File: config.mk
export PLATFORM = sky130hd
export DESIGN_NAME = uart_tx_fifo
export DESIGN_NICKNAME = d
export VERILOG_FILES = /design/src/rtl/uart_tx_fifo.sv
export SDC_FILE = /design/constraint.sdc
export NUM_CORES = 1
export LEC_CHECK = 0
export CELL_PAD_IN_SITES_DETAIL_PLACEMENT = 0
export CELL_PAD_IN_SITES_GLOBAL_PLACEMENT = 1
export CORE_MARGIN = 10
export CORE_UTILIZATION = 35
export DETAILED_ROUTE_END_ITERATION = 6
export PLACE_DENSITY = 0.59
export SYNTH_ARGS = -nofsm -noshare
export SYNTH_HDL_FRONTEND = slang
export SYNTH_SLANG_ARGS = --single-unit
File: constraint.sdc
create_clock -name clock -period 3.1 [get_ports clock]
set_input_delay 0.31 -clock clock [delete_from_list [all_inputs] [get_ports clock]]
set_output_delay 0.31 -clock clock [all_outputs]
set_load 0.01 [all_outputs]
File: src/rtl/uart_tx_fifo.sv
// Byte FIFO in front of an 8N1 UART transmitter.
// Bytes strobed by the core are queued and sent back-to-back at a fixed baud.
module uart_tx_fifo #(
    parameter int CLK_FREQ   = 24000000,
    parameter int BAUD       = 115200,
    parameter int FIFO_DEPTH = 16
) (
    input  logic       clock,
    input  logic       reset_n,
    input  logic       tx_start,
    input  logic [7:0] tx_data,
    output logic       tx,
    output logic       full,
    output logic       empty,
    output logic       busy,
    output logic       overflow
);

    localparam int CLKS_PER_BIT = CLK_FREQ / BAUD;
    localparam int PTR_W        = $clog2(FIFO_DEPTH);
    localparam int CNT_W        = PTR_W + 1;
    localparam int BAUD_W       = $clog2(CLKS_PER_BIT);

    localparam logic [BAUD_W-1:0] BAUD_LAST  = BAUD_W'(CLKS_PER_BIT - 1);
    localparam logic [CNT_W-1:0]  COUNT_FULL = CNT_W'(FIFO_DEPTH);

    localparam logic [1:0] S_IDLE  = 2'd0;
    localparam logic [1:0] S_START = 2'd1;
    localparam logic [1:0] S_DATA  = 2'd2;
    localparam logic [1:0] S_STOP  = 2'd3;

    logic [7:0]        mem_q [FIFO_DEPTH];
    logic [PTR_W-1:0]  wr_ptr_q, wr_ptr_d;
    logic [PTR_W-1:0]  rd_ptr_q, rd_ptr_d;
    logic [CNT_W-1:0]  count_q, count_d;
    logic              overflow_q, overflow_d;
    logic [1:0]        state_q, state_d;
    logic [BAUD_W-1:0] baud_q, baud_d;
    logic [2:0]        bit_idx_q, bit_idx_d;
    logic [7:0]        shift_q, shift_d;
    logic              tx_q, tx_d;
    logic              pop_req_s;
    logic              wr_en_s;
    logic              pop_s;
    logic              baud_done_s;

    assign full     = (count_q == COUNT_FULL);
    assign empty    = (count_q == {CNT_W{1'b0}});
    assign busy     = (state_q != S_IDLE) || !empty;
    assign tx       = tx_q;
    assign overflow = overflow_q;

    assign baud_done_s = (baud_q == BAUD_LAST);

    // Frame sequencer: the head byte is popped on the same edge that drives the start bit.
    always_comb begin
        state_d   = state_q;
        baud_d    = baud_q;
        bit_idx_d = bit_idx_q;
        shift_d   = shift_q;
        tx_d      = tx_q;
        pop_req_s = 1'b0;
        case (state_q)
            S_IDLE: begin
                baud_d    = {BAUD_W{1'b0}};
                bit_idx_d = 3'd0;
                if (!empty) begin
                    pop_req_s = 1'b1;
                    shift_d   = mem_q[rd_ptr_q];
                    state_d   = S_START;
                    tx_d      = 1'b0;
                end else begin
                    tx_d      = 1'b1;
                end
            end
            S_START: begin
                if (baud_done_s) begin
                    baud_d    = {BAUD_W{1'b0}};
                    bit_idx_d = 3'd0;
                    state_d   = S_DATA;
                    tx_d      = shift_q[0];
                end else begin
                    baud_d    = baud_q + BAUD_W'(1);
                    tx_d      = 1'b0;
                end
            end
            S_DATA: begin
                if (baud_done_s) begin
                    baud_d = {BAUD_W{1'b0}};
                    if (bit_idx_q == 3'd7) begin
                        state_d = S_STOP;
                        tx_d    = 1'b1;
                    end else begin
                        shift_d   = {1'b0, shift_q[7:1]};
                        bit_idx_d = bit_idx_q + 3'd1;
                        tx_d      = shift_q[1];
                    end
                end else begin
                    baud_d = baud_q + BAUD_W'(1);
                    tx_d   = shift_q[0];
                end
            end
            S_STOP: begin
                if (baud_done_s) begin
                    baud_d = {BAUD_W{1'b0}};
                    if (!empty) begin
                        pop_req_s = 1'b1;
                        shift_d   = mem_q[rd_ptr_q];
                        state_d   = S_START;
                        tx_d      = 1'b0;
                    end else begin
                        state_d   = S_IDLE;
                        tx_d      = 1'b1;
                    end
                end else begin
                    baud_d = baud_q + BAUD_W'(1);
                    tx_d   = 1'b1;
                end
            end
            default: begin
                state_d = S_IDLE;
                baud_d  = {BAUD_W{1'b0}};
                tx_d    = 1'b1;
            end
        endcase
    end

    // FIFO bookkeeping; a write while full is dropped even if a pop frees a slot this cycle.
    always_comb begin
        wr_en_s    = tx_start && !full;
        pop_s      = pop_req_s && !empty;
        overflow_d = overflow_q | (tx_start & full);
        if (wr_en_s) begin
            wr_ptr_d = wr_ptr_q + PTR_W'(1);
        end else begin
            wr_ptr_d = wr_ptr_q;
        end
        if (pop_s) begin
            rd_ptr_d = rd_ptr_q + PTR_W'(1);
        end else begin
            rd_ptr_d = rd_ptr_q;
        end
        case ({wr_en_s, pop_s})
            2'b10:   count_d = count_q + CNT_W'(1);
            2'b01:   count_d = count_q - CNT_W'(1);
            default: count_d = count_q;
        endcase
    end

    // Byte storage needs no reset; only pointers and count define validity.
    always_ff @(posedge clock) begin
        if (wr_en_s) begin
            mem_q[wr_ptr_q] <= tx_data;
        end
    end

    // State registers with synchronous active-low reset.
    always_ff @(posedge clock) begin
        if (!reset_n) begin
            wr_ptr_q   <= {PTR_W{1'b0}};
            rd_ptr_q   <= {PTR_W{1'b0}};
            count_q    <= {CNT_W{1'b0}};
            overflow_q <= 1'b0;
            state_q    <= S_IDLE;
            baud_q     <= {BAUD_W{1'b0}};
            bit_idx_q  <= 3'd0;
            shift_q    <= 8'd0;
            tx_q       <= 1'b1;
        end else begin
            wr_ptr_q   <= wr_ptr_d;
            rd_ptr_q   <= rd_ptr_d;
            count_q    <= count_d;
            overflow_q <= overflow_d;
            state_q    <= state_d;
            baud_q     <= baud_d;
            bit_idx_q  <= bit_idx_d;
            shift_q    <= shift_d;
            tx_q       <= tx_d;
        end
    end

endmodule

---- Yosys cells after proc, flatten, opt, wreduce, memory -nomap -nowiden ----
Memory sizes are Yosys's and may differ from the RTL's. A register that Yosys moved wholly into a read port is not among the register bits.
Index checks and enable logic that the tools add are counted.
word-level totals
  bits in registers ....................... 36
  RAM bits ................................ 128
  bits of input ports ..................... 11
  output and inout bits ................... 5
  logic and storage cells ................. 79
  memories ................................ 1
cells by class
  $add $sub $neg .......................... 6
  eq/ne operators ......................... 14
  multiplexer cells ....................... 32
  bitwise operators ....................... 2
  reductions and logical operators ........ 15
memory list
  memory  depth  bits a word  read ports  clocked after memory_dff  wr ports  line  RTL
  mem_q   16     8            1           1                         1         32    logic [7:0] mem_q [FIFO_DEPTH];
operators by type and width
  kind                                               count
  two-way mux 8 bit                                  5
  case mux 8 bit (3 select lines)                    1
  case mux 8 bit (2 select lines)                    1
  inequality test 2 bit (second input constant)      6
  two-way mux 1 bit                                  10
  two-way mux 2 bit                                  5
  case mux 5 bit (2 select lines)                    1
  two-way mux 3 bit                                  3
  case mux 3 bit (3 select lines)                    1
  adder 4 x 1 -> 4 bit (second input constant)       2
  adder 8 x 1 -> 8 bit (second input constant)       1
  == test 8 bit (second input constant)              1
  two-way mux 4 bit                                  2
  case mux 2 bit (4 select lines)                    1
  AND reduction 4 bit                                2
  == test 2 bit (second input constant)              3
  nonzero test 3 bit                                 2
  adder 5 x 1 -> 5 bit (second input constant)       1
  == test 5 bit (second input constant)              1
  zero test 5 bit                                    1
  AND reduction 5 bit                                1
  subtractor 5 x 1 -> 5 bit (second input constant)  1
  == test 2 x 1 -> 1 bit (second input constant)     2
  case mux 1 bit (4 select lines)                    1
  11 further kinds                                   14

---- Depth between registers and ports, before layout ----
  depth in word-level cells ............... 7
  gate-level depth with buffers ........... 13
  mapped depth without buffers ............ 11

---- Worst setup path before layout ----
No wires, ideal clock.
  path kind ............................... reg-to-reg
  start point ............................. register baud_q[0]
  end point ............................... register count_q[2]
  library setup time ...................... 0.071 ns
  arrival time ............................ 3.003 ns
  data required time ...................... 3.029 ns
  setup slack ............................. 0.027 ns
  stages on the path, launching flop included .. 14
  path buffers ............................ 2
  clock period less this slack ............ 3.073 ns
  cell sequence ........................... dfxtp_1 ha_1 and3_1 buf_2 a31oi_2 nor2_1 ha_1 clkbuf_1 xor2_1 ha_1 nor3b_1 a221o_1 or4_1 a21oi_1
on the way
  cells in the longest elaborated chain, start to end .. 6
  elaborated cells between the ends (all ways) .. 8
  classes of those cells .................. eq/ne (3); mux (3); reduce/logical (2)
ends and longest elaborated chain
  what                                                                   line  RTL
  from (decl)                                                            38    logic [BAUD_W-1:0] baud_q, baud_d;
  from (signal assigned)                                                 165   baud_q <= {BAUD_W{1'b0}};
  from (signal assigned)                                                 175   baud_q <= baud_d;
  == test 8 bit (*)                                                      53    assign baud_done_s = (baud_q == BAUD_LAST);
  two-way mux 1 bit (*)                                                  104   if (baud_done_s) begin
  case mux 1 bit (2 select lines) (*)                                    63    case (state_q)
  logical AND 1 bit (*)                                                  131   pop_s = pop_req_s && !empty;
  via pop_s                                                              44    logic pop_s;
  == test 2 x 1 -> 1 bit or == test 2 bit (tied branches)                143   case ({wr_en_s, pop_s})
  case mux 5 bit (2 select lines) or nonzero test 2 bit (tied branches)  -
  to (signal assigned)                                                   162   count_q <= {CNT_W{1'b0}};
  to (signal assigned)                                                   172   count_q <= count_d;
  to (decl)                                                              35    logic [CNT_W-1:0] count_q, count_d;
The timed path passes the listed nets; every way through them passes the cells marked *.
A chain may end at the register's enable or synchronous reset.

---- Worst setup path after layout ----
  start point ............................. register count_q[2]
  end point ............................... register count_q[2]
on the way
  cells in the longest elaborated chain, start to end .. 7
  elaborated cells between the ends (all ways) .. 15
  classes of those cells .................. add/sub (2); eq/ne (3); mux (4); reduce/logical (6)
ends and longest elaborated chain
  what                                                                   line     RTL
  zero test 5 bit (*)                                                    48       assign empty = (count_q == {CNT_W{1'b0}});
  two-way mux 1 bit                                                      67, 106
  two-way mux 1 bit                                                      104
  case mux 1 bit (2 select lines)                                        63
  logical AND 1 bit (*)                                                  131
  via pop_s                                                              44
  == test 2 x 1 -> 1 bit or == test 2 bit (tied branches)                143
  case mux 5 bit (2 select lines) or nonzero test 2 bit (tied branches)  -
Marked as above.

==> results.tsv <==
metric	value	unit
status	finished, final reports clean	
antenna violations before repair	0	
clock transition at the registers of the reported paths	0.06	ns
vias post-DR	3763	
pwr/cell area	792	mW/mm^2
synthesized cell area	0.00700	sq mm
Die Y-Extent	161	microns
initial drt markers	162	
Worst Path Arrival	3.29	ns
Post-CTS Setup Repair Bufs	0	
CTS tree	yes	
drt total wl	13.6	mm
Post-Place Setup Slack	0.148	ns
I/O Buffers	15	
Final Wtd Congestion	0.756	
CP required	3.45	ns
Worst Hold Class	register to register	
synth unique cells	57	
Critical Path Source Type	register	
Clock Latency Late Sink	0.42	ns
final hold vios	0	
htree depth	4	
Layout area overhead	16.7	%
CP endpoint kind	register	
vias per inst	4.98	
final non-filler cell total	756	
n_diodes	0	
vias in the first global route	4026	
EDFF count, synth	128	
clock tree buffer depth	2	
first-pass GRT wire length	22.1	mm
reg-to-reg critical path startpoint	count_q[2]	
Main synth FF type	edfxtp_1	
post-synth top area share	54.9	%
final core utilization	41.7	%
Slew HR	23.1	%
Lkg Pwr	2.66	nW
core area	0.0196	sq mm
root buffer cell	clkbuf_16	
# DRC	0	
area leader, netlist	edfxtp_1	
Die Wd	161	microns
Starting Density	35.7	%
Synth Register Bits	168	
Synth Net Count	465	
placed cells	724	
DRT antenna net count	0	
full die area	0.0260	sq mm
CTS buffer count	17	
drt wl/cell	18.0	microns
Clock Sink Count	168	
async set-or-reset flop fraction in the synthesized netlist	0	%
worst hold start	baud_q[0]	
setup_tns	0	ns
worst-path fanout max	7	
Syn. warnings	0	
Final Max Tran Viols	0	
Crit Path Class	register to register	
Fmax	0.340	GHz
Max IR drop VDD	0.398	mV
final number of setup-violating endpoints	0	
Total Nets Final	505	
Pre-antenna DRT Iters	4	
Tcrit/Tclk final	94.8	%
total power	0.00647	W
sequential area share after synthesis	66.4	%
RSZ-0062 raised after global routing	no	
final worst path period need	2.94	ns
Cell Rows	51	
Syn Area/Cell	16.0	sq um
clock skew	0.0107	ns
min setup slack post-route	0.161	ns
CP startpoint	count_q[2]	
Worst Max-Slew Pin Slew	1.14	ns
DP Wirelength	9.22	mm
Max Cap Viol	0	
dominant cells by area after synthesis	edfxtp_1 55%, mux4_2 13%, dfxtp_1 11%	
layout cell share with drive strength beyond 1	22.0	%
largest net degree at the start of global routing	26	
Mapped Cells	438	
boundary pin count	16	
GRT Overall Usage	11.0	%
gr ovfl total	0	
## synthesized netlist by cell type, types with 3 or more instances
library cell and instances:
xnor2_1 8, nand2_1 17, mux4_2 40, or4_1 3
ha_1 16, inv_1 9, a21oi_1 16, nand2b_1 4
and3_1 3, xor2_1 6, edfxtp_1 128, nand3_1 5
nor2_1 45, o21ai_0 14, clkbuf_1 10, mux2i_1 11
dfxtp_1 40, nor3_1 8, buf_2 8
## metrics by stage
stage | cell area, sq um | hold slack (ns)
2_1_floorplan | 7000 | 0.409
5_1_grt | 8170 | 0.479
3_3_place_gp | 7610 | 0.424
3_5_place_dp | 7610 | 0.437
6_report | 8170 | 0.442
4_1_cts | 8160 | 0.449
## timing repair
item                                    CTS  global route
endpoints found under the setup margin    0             1
hold buffers                              0             0
resized for setup                         0             2
## worst max-delay path, stage by stage (launching register included)
cell      delay (ns)
dfxtp_1         0.36
or4_4           0.58
o21bai_4        0.22
nor2_1          0.09
ha_1            0.21
xor2_1          0.15
ha_2            0.25
nor3b_1         0.08
a221o_1         0.37
or4_1           0.40
a21oi_1         0.15
## layer usage
| layer | up-vias | global-route usage, % | share of wire (%) |
|---|---|---|---|
| met5 | - | 0 | 0 |
| met4 | 0 | 3.35 | 0.94 |
| met3 | 8 | 3.20 | 3.3 |
| met2 | 53 | 18.1 | 49 |
| met1 | 1925 | 13.8 | 46 |
| li1 | 1777 | - | - |
## registers in the layout (all words and copies together) (netlist names), named ones only
register and count:
baud_q 8, bit_idx_q 3, count_q 5, mem_q 128, overflow 1, rd_ptr_q 4
shift_q 8, state_q 2, tx 1, wr_ptr_q 4
## final timing paths
path                     end  slack (ns)  cells after the start
hold / removal     baud_q[0]        0.44                      1
setup reg to reg  count_q[2]        0.16                     10
setup / recovery  count_q[2]        0.16                     10
hold reg to reg    baud_q[0]        0.44                      1
## layout make-up
cell class | instances | area (sq um)
Inverter | 9 | 33.8
Fill cell | 1794 | 11400
Clock buffer | 20 | 437
Sequential cell | 168 | 4650
Timing Repair Buffer | 43 | 385
Multi-Input combinational cell | 239 | 2220
Tap cell | 265 | 332
Clock inverter | 12 | 116
## cells in the final DEF, fill, tap and decap left out, types with 9 or more instances in the layout
cell type,count
buf_4,26
edfxtp_1,128
mux4_2,40
clkdlybuf4s50_1,15
ha_1,15
o21ai_0,14
mux2i_1,11
inv_1,9
nor2_1,45
clkbuf_16,17
nand2_1,17
a21oi_1,16
dfxtp_1,38
## where the power goes
| group | switching (W) | total (W) | internal (W) |
|---|---|---|---|
| Clock | 0.000893 | 0.00201 | 0.00112 |
| Combinational | 0.000899 | 0.00174 | 0.000838 |
| Sequential | 0.000136 | 0.00272 | 0.00258 |
## cell families (layout without fill, tap and decap cells)
kind of cell               after synthesis  count (layout)  share of synthesized area [%]
AOI/OAI and AO/OA                       53              53                           5.12
xor gates and xnor gates                14              14                           1.75
adders and majority gates               16              16                           2.86
buffers and inverters                   31              84                           1.97
DFF                                    168             168                           66.4
muxes                                   51              51                           14.5
and+or+nand+nor                        105             105                           7.46
Note: power is estimated with default switching activity, not from simulation.
